## src/rtl/uart_tx_fifo.sv

```systemverilog
// uart_tx_fifo: FIFO-buffered UART transmitter for the CPU MMIO store path.
// Stores push characters into a circular FIFO; a four-state FSM drains it as LSB-first frames.
module uart_tx_fifo #(
  parameter int BAUD_DIV   = 1085,
  parameter int FIFO_DEPTH = 16,
  parameter int DATA_BITS  = 8,
  parameter int STOP_BITS  = 1
) (
  input  logic                        clk,
  input  logic                        rst,
  input  logic                        wr_en,
  input  logic [DATA_BITS-1:0]        wr_data,
  input  logic                        clr_ovf,
  output logic                        full,
  output logic                        empty,
  output logic [$clog2(FIFO_DEPTH):0] level,
  output logic                        busy,
  output logic                        overflow,
  output logic                        uart_tx
);
  localparam int AW  = $clog2(FIFO_DEPTH);
  localparam int LW  = AW + 1;
  localparam int BCW = $clog2(STOP_BITS * BAUD_DIV);
  localparam int BTW = $clog2(DATA_BITS);
  localparam logic [BCW-1:0] BIT_LAST  = BCW'(BAUD_DIV - 1);
  localparam logic [BCW-1:0] STOP_LAST = BCW'(STOP_BITS * BAUD_DIV - 1);
  localparam logic [BTW-1:0] DATA_LAST = BTW'(DATA_BITS - 1);
  localparam logic [LW-1:0]  DEPTH_L   = LW'(FIFO_DEPTH);

  typedef enum logic [1:0] {
    IDLE  = 2'd0,
    START = 2'd1,
    DATA  = 2'd2,
    STOP  = 2'd3
  } state_t;

  logic [DATA_BITS-1:0] mem_r [FIFO_DEPTH];
  logic [AW-1:0]        wptr_r;
  logic [AW-1:0]        rptr_r;
  logic [LW-1:0]        level_r;
  logic [LW-1:0]        level_s;
  logic                 full_r;
  logic                 empty_r;
  logic                 ovf_r;
  logic                 busy_r;
  logic                 tx_r;
  logic                 push_s;
  logic                 pop_s;
  logic                 tx_s;
  state_t               state_r;
  state_t               state_s;
  logic [BCW-1:0]       bcnt_r;
  logic [BCW-1:0]       bcnt_s;
  logic [BTW-1:0]       bitcnt_r;
  logic [BTW-1:0]       bitcnt_s;
  logic [DATA_BITS-1:0] shreg_r;
  logic [DATA_BITS-1:0] shreg_s;

  // full is the registered flag, so a push in the same cycle as a pop from a full FIFO is dropped
  assign push_s  = wr_en & ~full_r;
  assign level_s = level_r + LW'(push_s) - LW'(pop_s);

  // FIFO storage write port
  always_ff @(posedge clk) begin
    if (push_s) begin
      mem_r[wptr_r] <= wr_data;
    end
  end

  // FIFO pointers, occupancy flags and sticky overflow
  always_ff @(posedge clk) begin
    if (rst) begin
      wptr_r  <= {AW{1'b0}};
      rptr_r  <= {AW{1'b0}};
      level_r <= {LW{1'b0}};
      full_r  <= 1'b0;
      empty_r <= 1'b1;
      ovf_r   <= 1'b0;
    end else begin
      if (push_s) wptr_r <= wptr_r + AW'(1);
      if (pop_s)  rptr_r <= rptr_r + AW'(1);
      level_r <= level_s;
      full_r  <= (level_s == DEPTH_L);
      empty_r <= (level_s == {LW{1'b0}});
      if (wr_en && full_r) ovf_r <= 1'b1;
      else if (clr_ovf)    ovf_r <= 1'b0;
    end
  end

  // TX state register and registered serial line
  always_ff @(posedge clk) begin
    if (rst) begin
      state_r  <= IDLE;
      bcnt_r   <= {BCW{1'b0}};
      bitcnt_r <= {BTW{1'b0}};
      shreg_r  <= {DATA_BITS{1'b0}};
      busy_r   <= 1'b0;
      tx_r     <= 1'b1;
    end else begin
      state_r  <= state_s;
      bcnt_r   <= bcnt_s;
      bitcnt_r <= bitcnt_s;
      shreg_r  <= shreg_s;
      busy_r   <= (state_s != IDLE);
      tx_r     <= tx_s;
    end
  end

  // TX next-state, pop request and next line level
  always_comb begin
    state_s  = state_r;
    bcnt_s   = bcnt_r;
    bitcnt_s = bitcnt_r;
    shreg_s  = shreg_r;
    pop_s    = 1'b0;
    tx_s     = 1'b1;
    case (state_r)
      IDLE: begin
        if (!empty_r) begin
          pop_s    = 1'b1;
          shreg_s  = mem_r[rptr_r];
          bcnt_s   = {BCW{1'b0}};
          bitcnt_s = {BTW{1'b0}};
          state_s  = START;
        end else begin
          state_s = IDLE;
        end
      end
      START: begin
        if (bcnt_r == BIT_LAST) begin
          bcnt_s  = {BCW{1'b0}};
          state_s = DATA;
        end else begin
          bcnt_s = bcnt_r + BCW'(1);
        end
      end
      DATA: begin
        if (bcnt_r == BIT_LAST) begin
          bcnt_s  = {BCW{1'b0}};
          shreg_s = shreg_r >> 1;
          if (bitcnt_r == DATA_LAST) begin
            state_s = STOP;
          end else begin
            bitcnt_s = bitcnt_r + BTW'(1);
          end
        end else begin
          bcnt_s = bcnt_r + BCW'(1);
        end
      end
      STOP: begin
        if (bcnt_r == STOP_LAST) begin
          bcnt_s = {BCW{1'b0}};
          if (!empty_r) begin
            // back-to-back frame: no idle bit between stop and next start
            pop_s    = 1'b1;
            shreg_s  = mem_r[rptr_r];
            bitcnt_s = {BTW{1'b0}};
            state_s  = START;
          end else begin
            state_s = IDLE;
          end
        end else begin
          bcnt_s = bcnt_r + BCW'(1);
        end
      end
      default: begin
        state_s = IDLE;
      end
    endcase
    case (state_s)
      START:   tx_s = 1'b0;
      DATA:    tx_s = shreg_s[0];
      default: tx_s = 1'b1;
    endcase
  end

  assign full     = full_r;
  assign empty    = empty_r;
  assign level    = level_r;
  assign busy     = busy_r;
  assign overflow = ovf_r;
  assign uart_tx  = tx_r;

endmodule
```

## config.mk

```make
export PLATFORM = sky130hd
export DESIGN_NAME = uart_tx_fifo
export DESIGN_NICKNAME = d
export VERILOG_FILES = /design/src/rtl/uart_tx_fifo.sv
export SDC_FILE = /design/constraint.sdc
export NUM_CORES = 1
export LEC_CHECK = 0
export ABC_AREA = 1
export BUFFER_PORTS_ARGS = -buffer_cell sky130_fd_sc_hd__clkbuf_2
export CORE_MARGIN = 10
export CORE_UTILIZATION = 35
export CTS_BUF_LIST = sky130_fd_sc_hd__clkbuf_16
export DETAILED_ROUTE_END_ITERATION = 8
export HOLD_SLACK_MARGIN = 0.03
export PLACE_DENSITY_LB_ADDON = 0.08
export SLEW_MARGIN = 20
export SYNTH_ARGS = -nofsm -noshare
export SYNTH_HDL_FRONTEND = slang
export SYNTH_SLANG_ARGS = --single-unit
```

## constraint.sdc

```tcl
create_clock -name clk -period 2.5 [get_ports clk]
set_input_delay 0.125 -clock clk [delete_from_list [all_inputs] [get_ports clk]]
set_output_delay 0.125 -clock clk [all_outputs]
set_load 0.01 [all_outputs]
```

Word level (Yosys, flattened, before mapping)
Memories as Yosys holds them, arrays and structs flattened. A register that Yosys moved wholly into a read port is not among the register bits.
Cells that the tools add are included.
{"block": "word_totals", "reg_bits": 42, "latchBits": 0, "ram_bits": 128, "romBits": 0, "in_bits": 12, "mem_count": 1}
{"memory": "mem_r", "words": 16, "width": 8, "read_ports": 1, "rd_clocked_by_memory_dff": 1, "write_ports": 1, "line": "37", "text": "logic [DATA_BITS-1:0] mem_r [FIFO_DEPTH];"}
{"block": "classes", "n_addsub": 6, "mul": 0, "div_mod_pow": 0, "n_lt_le_gt_ge": 0, "eq_ne": 12, "shift": 0, "mux": 28, "bitwise": 2, "reduce_logical": 9}
{"cell": "2-to-1 mux 8 bit", "count": 3}
{"cell": "one-hot mux 8 bit (3 select lines)", "count": 1}
{"cell": "2-to-1 mux 11 bit", "count": 2}
{"cell": "one-hot mux 11 bit (2 select lines)", "count": 1}
{"cell": "2-to-1 mux 3 bit", "count": 4}
{"cell": "adder 11 x 1 -> 11 bit (second input constant)", "count": 1}
{"cell": "equality test 11 bit (second input constant)", "count": 1}
{"cell": "one-hot mux 3 bit (3 select lines)", "count": 1}
{"cell": "adder 4 x 1 -> 4 bit (second input constant)", "count": 2}
{"cell": "2-to-1 mux 2 bit", "count": 4}
{"cell": "2-to-1 mux 4 bit", "count": 2}
{"cell": "inequality test 2 bit (second input constant)", "count": 4}
{"cell": "one-hot mux 2 bit (4 select lines)", "count": 1}
{"cell": "2-to-1 mux 1 bit", "count": 7}
{"cell": "equality test 2 bit (second input constant)", "count": 3}
{"cell": "adder 5 x 1 -> 5 bit", "count": 1}
{"cell": "equality test 5 bit (second input constant)", "count": 1}
{"cell": "logical NOT 5 bit", "count": 1}
{"cell": "subtractor 5 x 1 -> 5 bit", "count": 1}
{"cell": "equality test 2 x 1 -> 1 bit (second input constant)", "count": 2}
{"cell": "one-hot mux 1 bit (2 select lines)", "count": 2}
{"cell": "AND reduction 4 bit", "count": 1}
{"cell": "nonzero test 2 bit", "count": 2}
{"cell": "adder 3 x 1 -> 3 bit (second input constant)", "count": 1}
{"cell": "other kinds (8)", "count": 8}

Longest topological paths before layout
{"block": "depth", "ltp_word": 6, "depth_mapped": 19, "ltp_nobuf": 19}

Least setup slack after synthesis
No wires, ideal clock.
{"block": "synth_path", "path_type": "reg2reg", "startpoint": "register bcnt_r[0]", "endpoint": "register empty_r (netlist: empty)", "setup_ns": 0.070, "t_arrival_ns": 2.523, "required_ns": 2.430, "setup_slack_ns": -0.093, "stages_incl_launch_ff": 20, "synth_period_minus_slack_ns": 2.593, "cell_sequence": "dfxtp_1 -> inv_1 -> ha_1 -> nand2_1 -> nor2_1 -> nand3_4 -> nor2_1 -> nand2_1 -> a21oi_4 -> inv_2 -> nand2_1 -> nand2_1 -> ha_1 -> fa_1 -> nand2_1 -> nand2_1 -> a21oi_1 -> xnor2_1 -> nor2_1 -> a21oi_1"}
{"block": "synth_via", "elab_chain_len": 5}
{"element": "start: declaration", "line": "52", "text": "logic [BCW-1:0] bcnt_r;"}
{"element": "start signal: assignment", "line": "94", "text": "bcnt_r <= {BCW{1'b0}};"}
{"element": "start signal: assignment", "line": "101", "text": "bcnt_r <= bcnt_s;"}
{"element": "equality test 11 bit", "line": "151", "text": "if (bcnt_r == STOP_LAST) begin"}
{"element": "2-to-1 mux 1 bit", "line": "151"}
{"element": "one-hot mux 1 bit (2 select lines)", "line": "117", "text": "case (state_r)"}
{"element": "subtractor 5 x 1 -> 5 bit", "line": "61", "text": "assign level_s = level_r + LW'(push_s) - LW'(pop_s);"}
{"element": "logical NOT 5 bit", "line": "84", "text": "empty_r <= (level_s == {LW{1'b0}});"}
{"element": "end signal: assignment", "line": "84"}
{"element": "end: declaration", "line": "43", "text": "logic empty_r;"}
No other way between the ends.
A chain may end at the register's enable or synchronous reset.

Final worst setup path
Ends and elaborated chain as after synthesis.

==> key figures <==
Outcome
  • Status: finished with violations
  • Failing checks: negative setup slack

STA
  • Setup ws final: -1.811 ps
  • Crit share post-route: 100.1%
  • Slew Limit Fails: 0
  • Fmax: 399.7 MHz
  • Unrepaired setup endpoints after global routing: true
  • Clk_skew: around 9.4 ps
  • Post-layout min period: ~2500 ps
  • Slew @ Worst Pin: between 500 and 600 ps
  • Final setup viols: 1
  • Slew HR: 64.12%
  • Final Hold Vio Count: 0
  • Hold slack: about 170 ps

Clock tree
  • Clock buffer count from CTS: 17
  • H-tree depth: 4
  • Clock sink count: 174
  • Bufs on Longest Clock Path: 2
  • Clock slew at reported path FFs: around 70 ps
  • Clock root cell: clkbuf_16
  • Clk_lat worst skew: between 400 and 500 ps
  • TritonCTS clock tree: yes

Yosys
  • Top post-synthesis cells by area: edfxtp_1, dfxtp_1, nand2_1
  • Share of the synthesized area in the top cell type: about 49%
  • Syn Inst Count: 836
  • Post-synthesis cell type with the largest combined area: edfxtp_1
  • Netlist Area Pre-Place: 7836 µm²
  • Netlist cell types: 37
  • Synth Area per Inst: 9.374 µm²
  • Mapped Nets: between 800 and 900
  • Sequential share of the synthesized area: around three fifths
  • #FFs+latches synth: roughly 170
  • Syn. warnings: 0

Route
  • Total vias in the final route: between 5000 and 6000
  • Vias/cell: between 4 and 5
  • DRC: 0
  • First-pass DRT Iterations: 5
  • Average wire per standard cell: about 16 µm
  • Final WL: around 19000 µm
  • ANT nets after route: 0
  • Number of DRC markers in iteration 0: ~360

Place
  • Port Buf Inserts: 21
  • Hpwl dp: 12400 µm
  • Placed insts: about 1200
  • Placer Congestion: 0.7991

GRT
  • Total GRT Usage: a little over an eighth
  • Initial antenna violation count: 0
  • Largest net degree at the start of global routing: 67
  • First-pass GRT wire length: 30670 µm
  • Aggregate global routing overflow: 0
  • Vias in the first global route: 5710

Cells and area
  • Util after Layout: 42.21%
  • Nets@finish: between 900 and 1000
  • Layout cells sized above 1: between 15 and 20%
  • Syn-to-layout area delta: 18.27%
  • Non-filler cells, final: around 1200
  • Ant diodes: 0

Worst setup path
  • FF-to-FF setup slack: -2 ps
  • R2R cell count: 19
  • CP startpoint kind: flip-flop
  • CP max FO: 5
  • Worst R2R End: empty
  • Critical path class: flip-flop to flip-flop
  • Crit path capture: empty
  • Worst Setup End Kind: flip-flop
  • CP required: about 2800 ps
  • Critical Path Source: bcnt_r[0]
  • Worst Path Arrival: about 2800 ps
  • R2R Path Start: bcnt_r[0]

Die
  • Die Wd: 169.6 µm
  • Top Ports: 22
  • Die footprint: about 29000 µm²
  • Die span in y: 169.6 µm
  • Total core area: roughly 22000 µm²
  • FP Rows: between 50 and 60
  • Initial Util: 35.69%

Power and ir drop
  • Worst vdd ir: about 0.00061 V
  • P per Cell Area: between 900 and 1000 nW/µm²
  • Leakage Power: 3.813 nW

Min path
  • Hold WC Path Type: input port to flip-flop
  • Min-Delay Path Depth: 5

Flow run
  • Max-Cap Viols: 0
logic make-up (layout without fill, tap and decap cells):
group / Yosys count / after routing / share of synthesized area, %
flops: 174 / 174 / 60.80
fa+ha+maj: 20 / 20 / 3.289
simple gates: 421 / 421 / 22.55
compound gates: 80 / 80 / 5.940
buf+inv: 136 / 214 / 6.866
xor+xnor: 5 / 5 / 0.5589
layout by cell type (no fill, tap or decap), types with 3 or more instances in the layout:
master      netlist  layout
nand3_1          93      93
nor3_1            4       3
clkbuf_16         0      17
o211ai_1          5       5
clkbuf_2          0      21
dfxtp_2           0       3
dfxtp_1          46      43
inv_6             0       3
o21ai_0          28      28
clkinvlp_4        0       3
clkinv_1          2       3
nand4_1           3       3
nand2_2           6       8
a21oi_1          33      31
inv_1           101      99
ha_1             19      17
edfxtp_1        128     128
nor2_4            2       4
o21ai_2           4       4
inv_2             4       6
nor2_1           71      68
nand2_1         237     234
buf_4             1      49
state kept, by name, summed over array words and instances (netlist names), 2 cells and up, named ones only:
signal and cells:
bcnt_r 11, bitcnt_r 3, level 5, mem_r 128
rptr_r 4, shreg_r 8, state_r 2, wptr_r 4
worst min-delay path by stage:
stage / end / slack (ps) / from
floorplan: state_r[0] / 200 / rst
global placement: overflow / 380 / clr_ovf
detailed placement: overflow / 380 / clr_ovf
CTS: wptr_r[1] / 150 / wr_en
global route: mem_r[4][7] / 170 / wr_data[7]
finish: wptr_r[1] / 170 / wr_en
area by class of cell:
class	count	area (µm²)
Sequential cell	174	4768
Inverter	107	401.6
Tap cell	280	350.3
Clock buffer	17	425.4
Clock inverter	14	157.7
Timing Repair Buffer	76	555.5
Fill cell	2107	12690
Multi-Input combinational cell	526	2609
power by group:
group          total (mW)  internal, mW  switching (mW)
logic                2.97          1.07            1.90
clock network        2.66          1.49            1.17
registers            3.47          3.32           0.143
metrics by stage:
step / cell area, µm² / setup TNS [ps] / total power [mW] / worst slack [ps]
after floorplan: 7845 / 0 / 5.349 / 5.015
after global placement: 8543 / -383.1 / 6.286 / -129.7
after detailed placement: 8543 / -593.0 / 6.328 / -192.8
after CTS: 9231 / -367.3 / 9.130 / -118.3
after global routing: 9268 / -629.4 / 9.705 / -192.9
final: 9268 / -1.811 / 9.099 / -1.811
cells in the mapped netlist:
cell / count
edfxtp_1: 128
fa_1: 1
nor2_1: 71
inv_2: 4
o21ai_0: 28
buf_6: 1
o22ai_1: 1
nand2_2: 6
o21ai_2: 4
buf_1: 3
buf_4: 1
o21ai_1: 2
nand2_1: 237
nand3_4: 1
nand3_1: 93
clkbuf_1: 11
o2111ai_1: 1
xnor2_1: 3
and3_1: 2
clkinv_1: 2
nand4_1: 3
o211ai_1: 5
a21oi_1: 33
nor2_4: 2
nor3_1: 4
ha_1: 19
o21bai_2: 1
buf_2: 13
nor2_2: 1
a21oi_4: 1
o221ai_1: 1
a211oi_1: 2
nor3_2: 1
inv_1: 101
o221a_2: 1
dfxtp_1: 46
xor2_1: 2
per-layer routing:
layer	wire, µm	track usage (%)	vias up
met5	0	0	-
met4	152	3.281	0
met3	687	2.977	10
met2	8687	21.80	80
met1	9393	18.55	2721
li1	-	-	2874
repair_timing:
action                     4_1_cts  5_1_grt
hold buffers                     2        0
buffers inserted                 5        1
gates resized for setup         14        7
hold endpoints to repair         1        0
setup endpoints to repair        4        5
pin swaps                       13       11
worst max-delay path, stage by stage (launching register included):
cell and delay, ps:
dfxtp_2 320, inv_2 70, ha_4 130, nand2_4 50, nor2_4 90, nand3_4 80
nor2_4 80, nand2_2 70, a21oi_4 220, inv_2 60, nand2_1 50, nand2_1 50
ha_2 180, fa_2 350, nand2_1 70, nand2_1 60, a21oi_2 170, xnor2_2 110
nor2_2 120, a21oi_2 40
No activity file was read; power rests on OpenSTA's default activity.
